### src/rtl/price_fmt_pkg.sv
// Shared types and constants for the price line formatter: FSM states,
// ASCII codes and geometry helpers for slicing packed entries.
package price_fmt_pkg;

  typedef enum logic [2:0] {
    S_IDLE,
    S_LOAD,
    S_CONV,
    S_EMIT,
    S_DONE
  } state_e;

  localparam logic [6:0] CH_SPACE = 7'h20;
  localparam logic [6:0] CH_ZERO  = 7'h30;
  localparam logic [6:0] CH_X     = 7'h78;
  localparam logic [6:0] CH_T     = 7'h54;
  localparam logic [6:0] CH_L     = 7'h4C;
  localparam logic [6:0] CH_EQ    = 7'h3D;

  function automatic int line_len(input int digits);
    return 3 + digits;
  endfunction

  // Item 0 sits in the MSB slice, so higher indices move toward bit 0.
  function automatic int entry_lsb(input int idx, input int n_items, input int entry_w);
    return (n_items - 1 - idx) * entry_w;
  endfunction

endpackage

### src/rtl/price_line_formatter_bin2bcd.sv
// Sequential shift-add-3 binary to BCD converter; result is valid once done
// pulses, which happens in the BITS-th cycle after start is taken.
module bin2bcd_seq #(
  parameter int BITS   = 20,
  parameter int DIGITS = 7
) (
  input  logic                  clk,
  input  logic                  rst_n,
  input  logic                  start_i,
  input  logic [BITS-1:0]       bin_i,
  output logic                  done_o,
  output logic [DIGITS*4-1:0]   bcd_o
);

  localparam int CW = $clog2(BITS + 1);

  logic [BITS-1:0]     sr_q, sr_d;
  logic [DIGITS*4-1:0] bcd_q, bcd_d, adj;
  logic [CW-1:0]       cnt_q, cnt_d;
  logic                run_q, run_d;

  always_ff @(posedge clk or negedge rst_n) begin
    if (!rst_n) begin
      sr_q  <= '0;
      bcd_q <= '0;
      cnt_q <= '0;
      run_q <= 1'b0;
    end else begin
      sr_q  <= sr_d;
      bcd_q <= bcd_d;
      cnt_q <= cnt_d;
      run_q <= run_d;
    end
  end

  always_comb begin
    adj = bcd_q;
    for (int d = 0; d < DIGITS; d++) begin
      if (bcd_q[4*d +: 4] >= 4'd5) adj[4*d +: 4] = bcd_q[4*d +: 4] + 4'd3;
    end
  end

  always_comb begin
    sr_d  = sr_q;
    bcd_d = bcd_q;
    cnt_d = cnt_q;
    run_d = run_q;
    if (run_q) begin
      bcd_d = {adj[DIGITS*4-2:0], sr_q[BITS-1]};
      sr_d  = {sr_q[BITS-2:0], 1'b0};
      cnt_d = cnt_q + CW'(1);
      if (cnt_q == CW'(BITS - 1)) run_d = 1'b0;
    end else if (start_i) begin
      sr_d  = bin_i;
      bcd_d = '0;
      cnt_d = '0;
      run_d = 1'b1;
    end
  end

  assign done_o = run_q && (cnt_q == CW'(BITS - 1));
  assign bcd_o  = bcd_q;

endmodule

### src/rtl/price_line_formatter.sv
// Walks a snapshot of (count, price) entries plus a total and streams one
// formatted ASCII line per entry, a character per valid/ready beat.
module price_line_formatter
  import price_fmt_pkg::*;
#(
  parameter int N_ITEMS    = 12,
  parameter int CNT_W      = 4,
  parameter int PRICE_W    = 16,
  parameter int DIGITS     = 7,
  parameter int BLANK_ZERO = 1
) (
  input  logic                                 CLK,
  input  logic                                 RESET_N,
  input  logic                                 start,
  input  logic [N_ITEMS*(CNT_W+PRICE_W)-1:0]   numbers,
  input  logic [CNT_W+PRICE_W-1:0]             total_price,
  output logic                                 wr_valid,
  input  logic                                 wr_ready,
  output logic [$clog2(N_ITEMS+1)-1:0]         wr_line,
  output logic [$clog2(line_len(DIGITS))-1:0]  wr_col,
  output logic [6:0]                           wr_char,
  output logic                                 busy,
  output logic                                 done
);

  localparam int ENTRY_W  = CNT_W + PRICE_W;
  localparam int LINE_LEN = line_len(DIGITS);
  localparam int LINE_W   = $clog2(N_ITEMS + 1);
  localparam int COL_W    = $clog2(LINE_LEN);

  state_e                     state_q, state_d;
  logic [LINE_W-1:0]          line_q, line_d;
  logic [COL_W-1:0]           col_q, col_d;
  logic [N_ITEMS*ENTRY_W-1:0] numbers_q, numbers_d;
  logic [ENTRY_W-1:0]         total_q, total_d;

  logic                       is_total, blank, conv_start, conv_done;
  logic [ENTRY_W-1:0]         entry, value;
  logic [CNT_W-1:0]           cnt;
  logic [PRICE_W-1:0]         price;
  logic [6:0]                 tens, ones, ch;
  logic [DIGITS*4-1:0]        bcd;
  logic [3:0]                 dig;
  int                         k;

  always_ff @(posedge CLK or negedge RESET_N) begin
    if (!RESET_N) begin
      state_q   <= S_IDLE;
      line_q    <= '0;
      col_q     <= '0;
      numbers_q <= '0;
      total_q   <= '0;
    end else begin
      state_q   <= state_d;
      line_q    <= line_d;
      col_q     <= col_d;
      numbers_q <= numbers_d;
      total_q   <= total_d;
    end
  end

  always_comb begin
    state_d   = state_q;
    line_d    = line_q;
    col_d     = col_q;
    numbers_d = numbers_q;
    total_d   = total_q;
    case (state_q)
      S_IDLE: if (start) begin
        numbers_d = numbers;
        total_d   = total_price;
        line_d    = '0;
        col_d     = '0;
        state_d   = S_LOAD;
      end
      S_LOAD: state_d = S_CONV;
      S_CONV: if (conv_done) state_d = S_EMIT;
      S_EMIT: if (wr_ready) begin
        if (col_q == COL_W'(LINE_LEN - 1)) begin
          col_d = '0;
          if (is_total) begin
            state_d = S_DONE;
          end else begin
            line_d  = line_q + LINE_W'(1);
            state_d = S_LOAD;
          end
        end else begin
          col_d = col_q + COL_W'(1);
        end
      end
      S_DONE:  state_d = S_IDLE;
      default: state_d = S_IDLE;
    endcase
  end

  always_comb begin
    wr_valid   = (state_q == S_EMIT);
    busy       = (state_q == S_LOAD) || (state_q == S_CONV) || (state_q == S_EMIT);
    done       = (state_q == S_DONE);
    conv_start = (state_q == S_LOAD);
    wr_line    = line_q;
    wr_col     = col_q;
    wr_char    = (state_q == S_EMIT) ? ch : 7'd0;
  end

  // The total line reuses slot 0 only so the slice index stays in range.
  assign is_total = (line_q == LINE_W'(N_ITEMS));
  assign entry    = numbers_q[entry_lsb(is_total ? 0 : int'(line_q), N_ITEMS, ENTRY_W) +: ENTRY_W];
  assign cnt      = entry[ENTRY_W-1 -: CNT_W];
  assign price    = entry[PRICE_W-1:0];
  assign value    = is_total ? total_q : ENTRY_W'(cnt) * ENTRY_W'(price);
  assign blank    = (BLANK_ZERO != 0) && !is_total && (cnt == '0);

  always_comb begin
    ones = 7'(cnt);
    tens = 7'd0;
    for (int i = 0; i < 6; i++) begin
      if (ones >= 7'd10) begin
        ones = ones - 7'd10;
        tens = tens + 7'd1;
      end
    end
  end

  always_comb begin
    ch  = CH_SPACE;
    k   = 0;
    dig = '0;
    if (blank) begin
      ch = CH_SPACE;
    end else if (col_q == COL_W'(0)) begin
      ch = is_total ? CH_T : ((tens == 7'd0) ? CH_SPACE : CH_ZERO + tens);
    end else if (col_q == COL_W'(1)) begin
      ch = is_total ? CH_L : CH_ZERO + ones;
    end else if (col_q == COL_W'(2)) begin
      ch = is_total ? CH_EQ : CH_X;
    end else begin
      // Show a digit once it or any more significant digit is nonzero.
      k   = LINE_LEN - 1 - int'(col_q);
      dig = bcd[4*k +: 4];
      if (k == 0 || (bcd >> (4*k)) != '0) ch = CH_ZERO + {3'b000, dig};
    end
  end

  bin2bcd_seq #(
    .BITS   (ENTRY_W),
    .DIGITS (DIGITS)
  ) u_conv (
    .clk     (CLK),
    .rst_n   (RESET_N),
    .start_i (conv_start),
    .bin_i   (value),
    .done_o  (conv_done),
    .bcd_o   (bcd)
  );

endmodule

### config.mk
export PLATFORM = sky130hd
export DESIGN_NAME = price_line_formatter
export DESIGN_NICKNAME = d
export VERILOG_FILES = /design/src/rtl/price_fmt_pkg.sv /design/src/rtl/price_line_formatter_bin2bcd.sv /design/src/rtl/price_line_formatter.sv
export SDC_FILE = /design/constraint.sdc
export NUM_CORES = 1
export LEC_CHECK = 0
export CAP_MARGIN = 20
export CORE_ASPECT_RATIO = 1.2
export CORE_MARGIN = 1.5
export CORE_UTILIZATION = 51
export CTS_CLUSTER_SIZE = 12
export DETAILED_ROUTE_END_ITERATION = 7
export PLACE_DENSITY = 0.73
export SETUP_SLACK_MARGIN = 0.05
export SLEW_MARGIN = 20
export SYNTH_ARGS = -nofsm -noshare
export SYNTH_HDL_FRONTEND = slang
export SYNTH_HIERARCHICAL = 1
export SYNTH_SLANG_ARGS = --single-unit
### constraint.sdc
create_clock -name CLK -period 24.4 [get_ports CLK]
set_clock_uncertainty 0.1 [all_clocks]
set_input_delay 3.66 -clock CLK [delete_from_list [all_inputs] [get_ports CLK]]
set_output_delay 3.66 -clock CLK [all_outputs]
set_load 0.01 [all_outputs]
==> run_results.csv <==
group,metric,value,unit
placed_design,post-place-ws,3620,ps
setup_path,slowest_delay,820,ps
die,die_area,0.0536,sq mm
global_route,gr-total-overflow,0,
logic_synthesis,syn_area_per_cell,9.62,sq um
die,num_rows,91,
die,chipHeight,253,um
setup_path,critPathLaunch,"wr_line[0]$_DFFE_PN0P_",
logic_synthesis,synthArstFlopShare,100,%
logic_synthesis,synth_ff_type,"dfrtp_1",
route,first_pass_iters,7,
timing,rsz0062_at_grt,"no",
final_layout,antenna_cells,0,
logic_synthesis,syn_inst,2769,
route,vias,24700,
timing,setup-tns-final,0,ps
setup_path,cp-endpoint,"wr_char[6]",
clocking,cts-resized-gates,0,
logic_synthesis,synth_area_leaders,"dfrtp_1, mux2_2, mux4_2, a21oi_1, ha_1",
timing,hold_viol,0,
clocking,cts_buffers,36,
setup_path,reg2reg_slack,11450,ps
outcome,status,"finished, final reports clean",
clocking,cts_tree,"built",
global_route,grt_pass1_vias,24500,
placed_design,place_area,0.0297,sq mm
die,start_util,51.8,%
setup_path,crit_fanout,62,
setup_path,start_kind,"register",
clocking,post_cts_buffers,0,
timing,tightest_slew,1100,ps
setup_path,cpMostUsedCell,"ha_1",
route,avgViaCountPerCell,6.84,
route,drtAntennaViolNets,0,
setup_path,cp.arrival,17860,ps
timing,period_needed,21620,ps
route,wl_per_cell,26.6,um
logic_synthesis,synth-seq-cells,325,
clocking,cts.sinks,325,
logic_synthesis,synth_area,0.0266,sq mm
logic_synthesis,synthDominantCellAreaShare,30.5,%
setup_path,r2r-start,"wr_line[0]$_DFFE_PN0P_",
logic_synthesis,synth_top_cell_by_area,"dfrtp_1",
setup_path,cp.required,20640,ps
logic_synthesis,ys_types,113,
run,drv_cap,0,
die,die_w,212,um
placed_design,numPortBuffers,281,
logic_synthesis,synth_warnings,6,
setup_path,reg2reg_depth,45,
logic_synthesis,synth_edf_count,0,
clocking,path_clk_slew,70,ps
clocking,htree_levels,2,
setup_path,critical-path-slowest-cell,"and3b_1",
global_route,grt_start_max_net_pins,99,
route,wirelength,95900,um
final_layout,design_area,0.0308,sq mm
placed_design,dp_hpwl,71500,um
timing,slew_violations,0,
setup_path,critPathKind,"register to output port",
timing,slew_headroom,26.6,%
timing,max_clock_freq,46.3,MHz
die,io_pins,282,
final_layout,drive_gt1_share,18.0,%
clocking,insertion_delay,580,ps
clocking,ctsHoldBuffers,0,
setup_path,r2r-end,"u_conv/sr_q[19]$_DFFE_PN0P_",
timing,setup_ws,2780,ps
final_layout,syn_to_final_growth,15.6,%
placed_design,gp_congestion,0.996,
route,drt_iter0_markers,2894,
timing,finalCritPeriodShare,88.6,%
global_route,antenna_found_initial,0,
min_path,hold_class,"register to register",
final_layout,nets,3261,
die,core_area,0.0515,sq mm
timing,setup_viol,0,
setup_path,end_kind,"output port",
final_layout,nFillCells,4431,
global_route,grt_pass1_wl,146000,um
logic_synthesis,ys_seq_area_share,30.5,%
route,post-route-drc-count,0,
clocking,root_buffer,"clkbuf_16",
global_route,grt_usage,35.6,%
clocking,clockBufferDepth,3,
area by class of cell:
class / count / area [sq um] / share of cell area, %
multi-input cells: 2113 / 17200 / 55.7
clock buffers: 49 / 990 / 3.21
repair buffers: 329 / 3180 / 10.3
inverters: 90 / 350 / 1.14
well taps: 697 / 872 / 2.83
clock inverters: 7 / 121 / 0.394
flip-flops and latches: 325 / 8140 / 26.4
stage by stage:
step	hold slack, ps	util (%)	instances
floorplan	349	-	2770
global placement	361	57.7	3554
detailed placement	376	57.7	3554
CTS	390	59.9	3610
global route	409	59.9	3610
finish	384	59.9	3610
sequential cells by signal, indices dropped and copies added (netlist names):
register,count
numbers_q,240
state_q,3
total_q,20
u_conv/bcd_o,28
u_conv/cnt_q,5
u_conv/run_q,1
u_conv/sr_q,20
wr_col,4
wr_line,4
layer usage:
metal / wire length [um] / vias to the layer above / GRT usage (%)
met5: 0 / - / 0
met4: 6110 / 0 / 19.4
met3: 7360 / 357 / 5.57
met2: 47400 / 1401 / 61.1
met1: 34900 / 12100 / 42.6
li1: - / 10800 / -
worst max-delay path, delay by kind of cell, from the launching register on:
| kind | cells | cell delay (ps) |
|---|---|---|
| buf+inv | 13 | 3470 |
| simple gates | 17 | 3900 |
| fa+ha+maj | 12 | 3650 |
| compound gates | 18 | 4270 |
| xor+xnor | 3 | 850 |
| mux | 1 | 350 |
| flops | 1 | 700 |
synth_stat cells, types with 41 or more instances:
| library cell | instances |
|---|---|
| mux4_2 | 75 |
| mux2i_1 | 90 |
| ha_1 | 72 |
| nand2_1 | 239 |
| buf_1 | 41 |
| clkbuf_1 | 127 |
| a22o_1 | 74 |
| a22oi_1 | 60 |
| o21ai_0 | 114 |
| mux2_2 | 287 |
| a221oi_1 | 77 |
| dfrtp_1 | 325 |
| nand3_1 | 74 |
| a21oi_1 | 181 |
| buf_2 | 50 |
| nor2_1 | 149 |
| inv_1 | 82 |
logic make-up after synthesis:
kind of cell / Yosys count / share of synthesized area, %
AOI/OAI and AO/OA: 845 / 23.1
and+or+nand+nor: 665 / 11.8
adders and majority gates: 102 / 5.63
buffers and inverters: 332 / 5.35
other: 1 / 0.0141
muxes: 456 / 22.0
xor gates and xnor gates: 43 / 1.50
DFF: 325 / 30.5
how the worst min path moves through the flow:
stage / start / to / cells past startpoint
6_report: u_conv/sr_q[5]$_DFFE_PN0P_ / u_conv/sr_q[6]$_DFFE_PN0P_ / 2
5_1_grt: u_conv/sr_q[2]$_DFFE_PN0P_ / u_conv/sr_q[3]$_DFFE_PN0P_ / 2
4_1_cts: u_conv/sr_q[11]$_DFFE_PN0P_ / u_conv/sr_q[12]$_DFFE_PN0P_ / 2
3_5_place_dp: u_conv/sr_q[5]$_DFFE_PN0P_ / u_conv/sr_q[6]$_DFFE_PN0P_ / 2
3_3_place_gp: u_conv/sr_q[3]$_DFFE_PN0P_ / u_conv/sr_q[4]$_DFFE_PN0P_ / 2
2_1_floorplan: u_conv/sr_q[4]$_DFFE_PN0P_ / u_conv/sr_q[5]$_DFFE_PN0P_ / 2
layout by cell type, fill, tap and decap left out, types with 10 or more instances in the layout:
cell / count
dfrtp_1: 323
o21bai_1: 10
buf_4: 47
or3_1: 15
a221oi_1: 77
a22o_1: 74
clkbuf_16: 36
nor2_1: 148
mux4_2: 75
nand2b_1: 21
nand3_1: 74
a31oi_1: 29
nand2_1: 238
and2_1: 12
a311oi_1: 17
nor2b_1: 23
fa_1: 29
and3_1: 14
nand4_1: 21
nor4_1: 10
a221o_1: 15
ha_1: 70
a211oi_1: 29
o22ai_1: 38
a32oi_1: 10
inv_1: 82
a21oi_1: 181
clkdlybuf4s50_1: 280
a21o_1: 16
o31ai_1: 17
o211ai_1: 12
nor3_1: 38
o21ai_0: 114
mux2i_1: 90
nor3b_1: 11
xor2_1: 13
xnor2_1: 26
a22oi_1: 60
mux2_2: 287
Power is left out: the tool's default activity adds up to more than one toggle a clock period on the data nets, which glitch-free logic cannot reach.
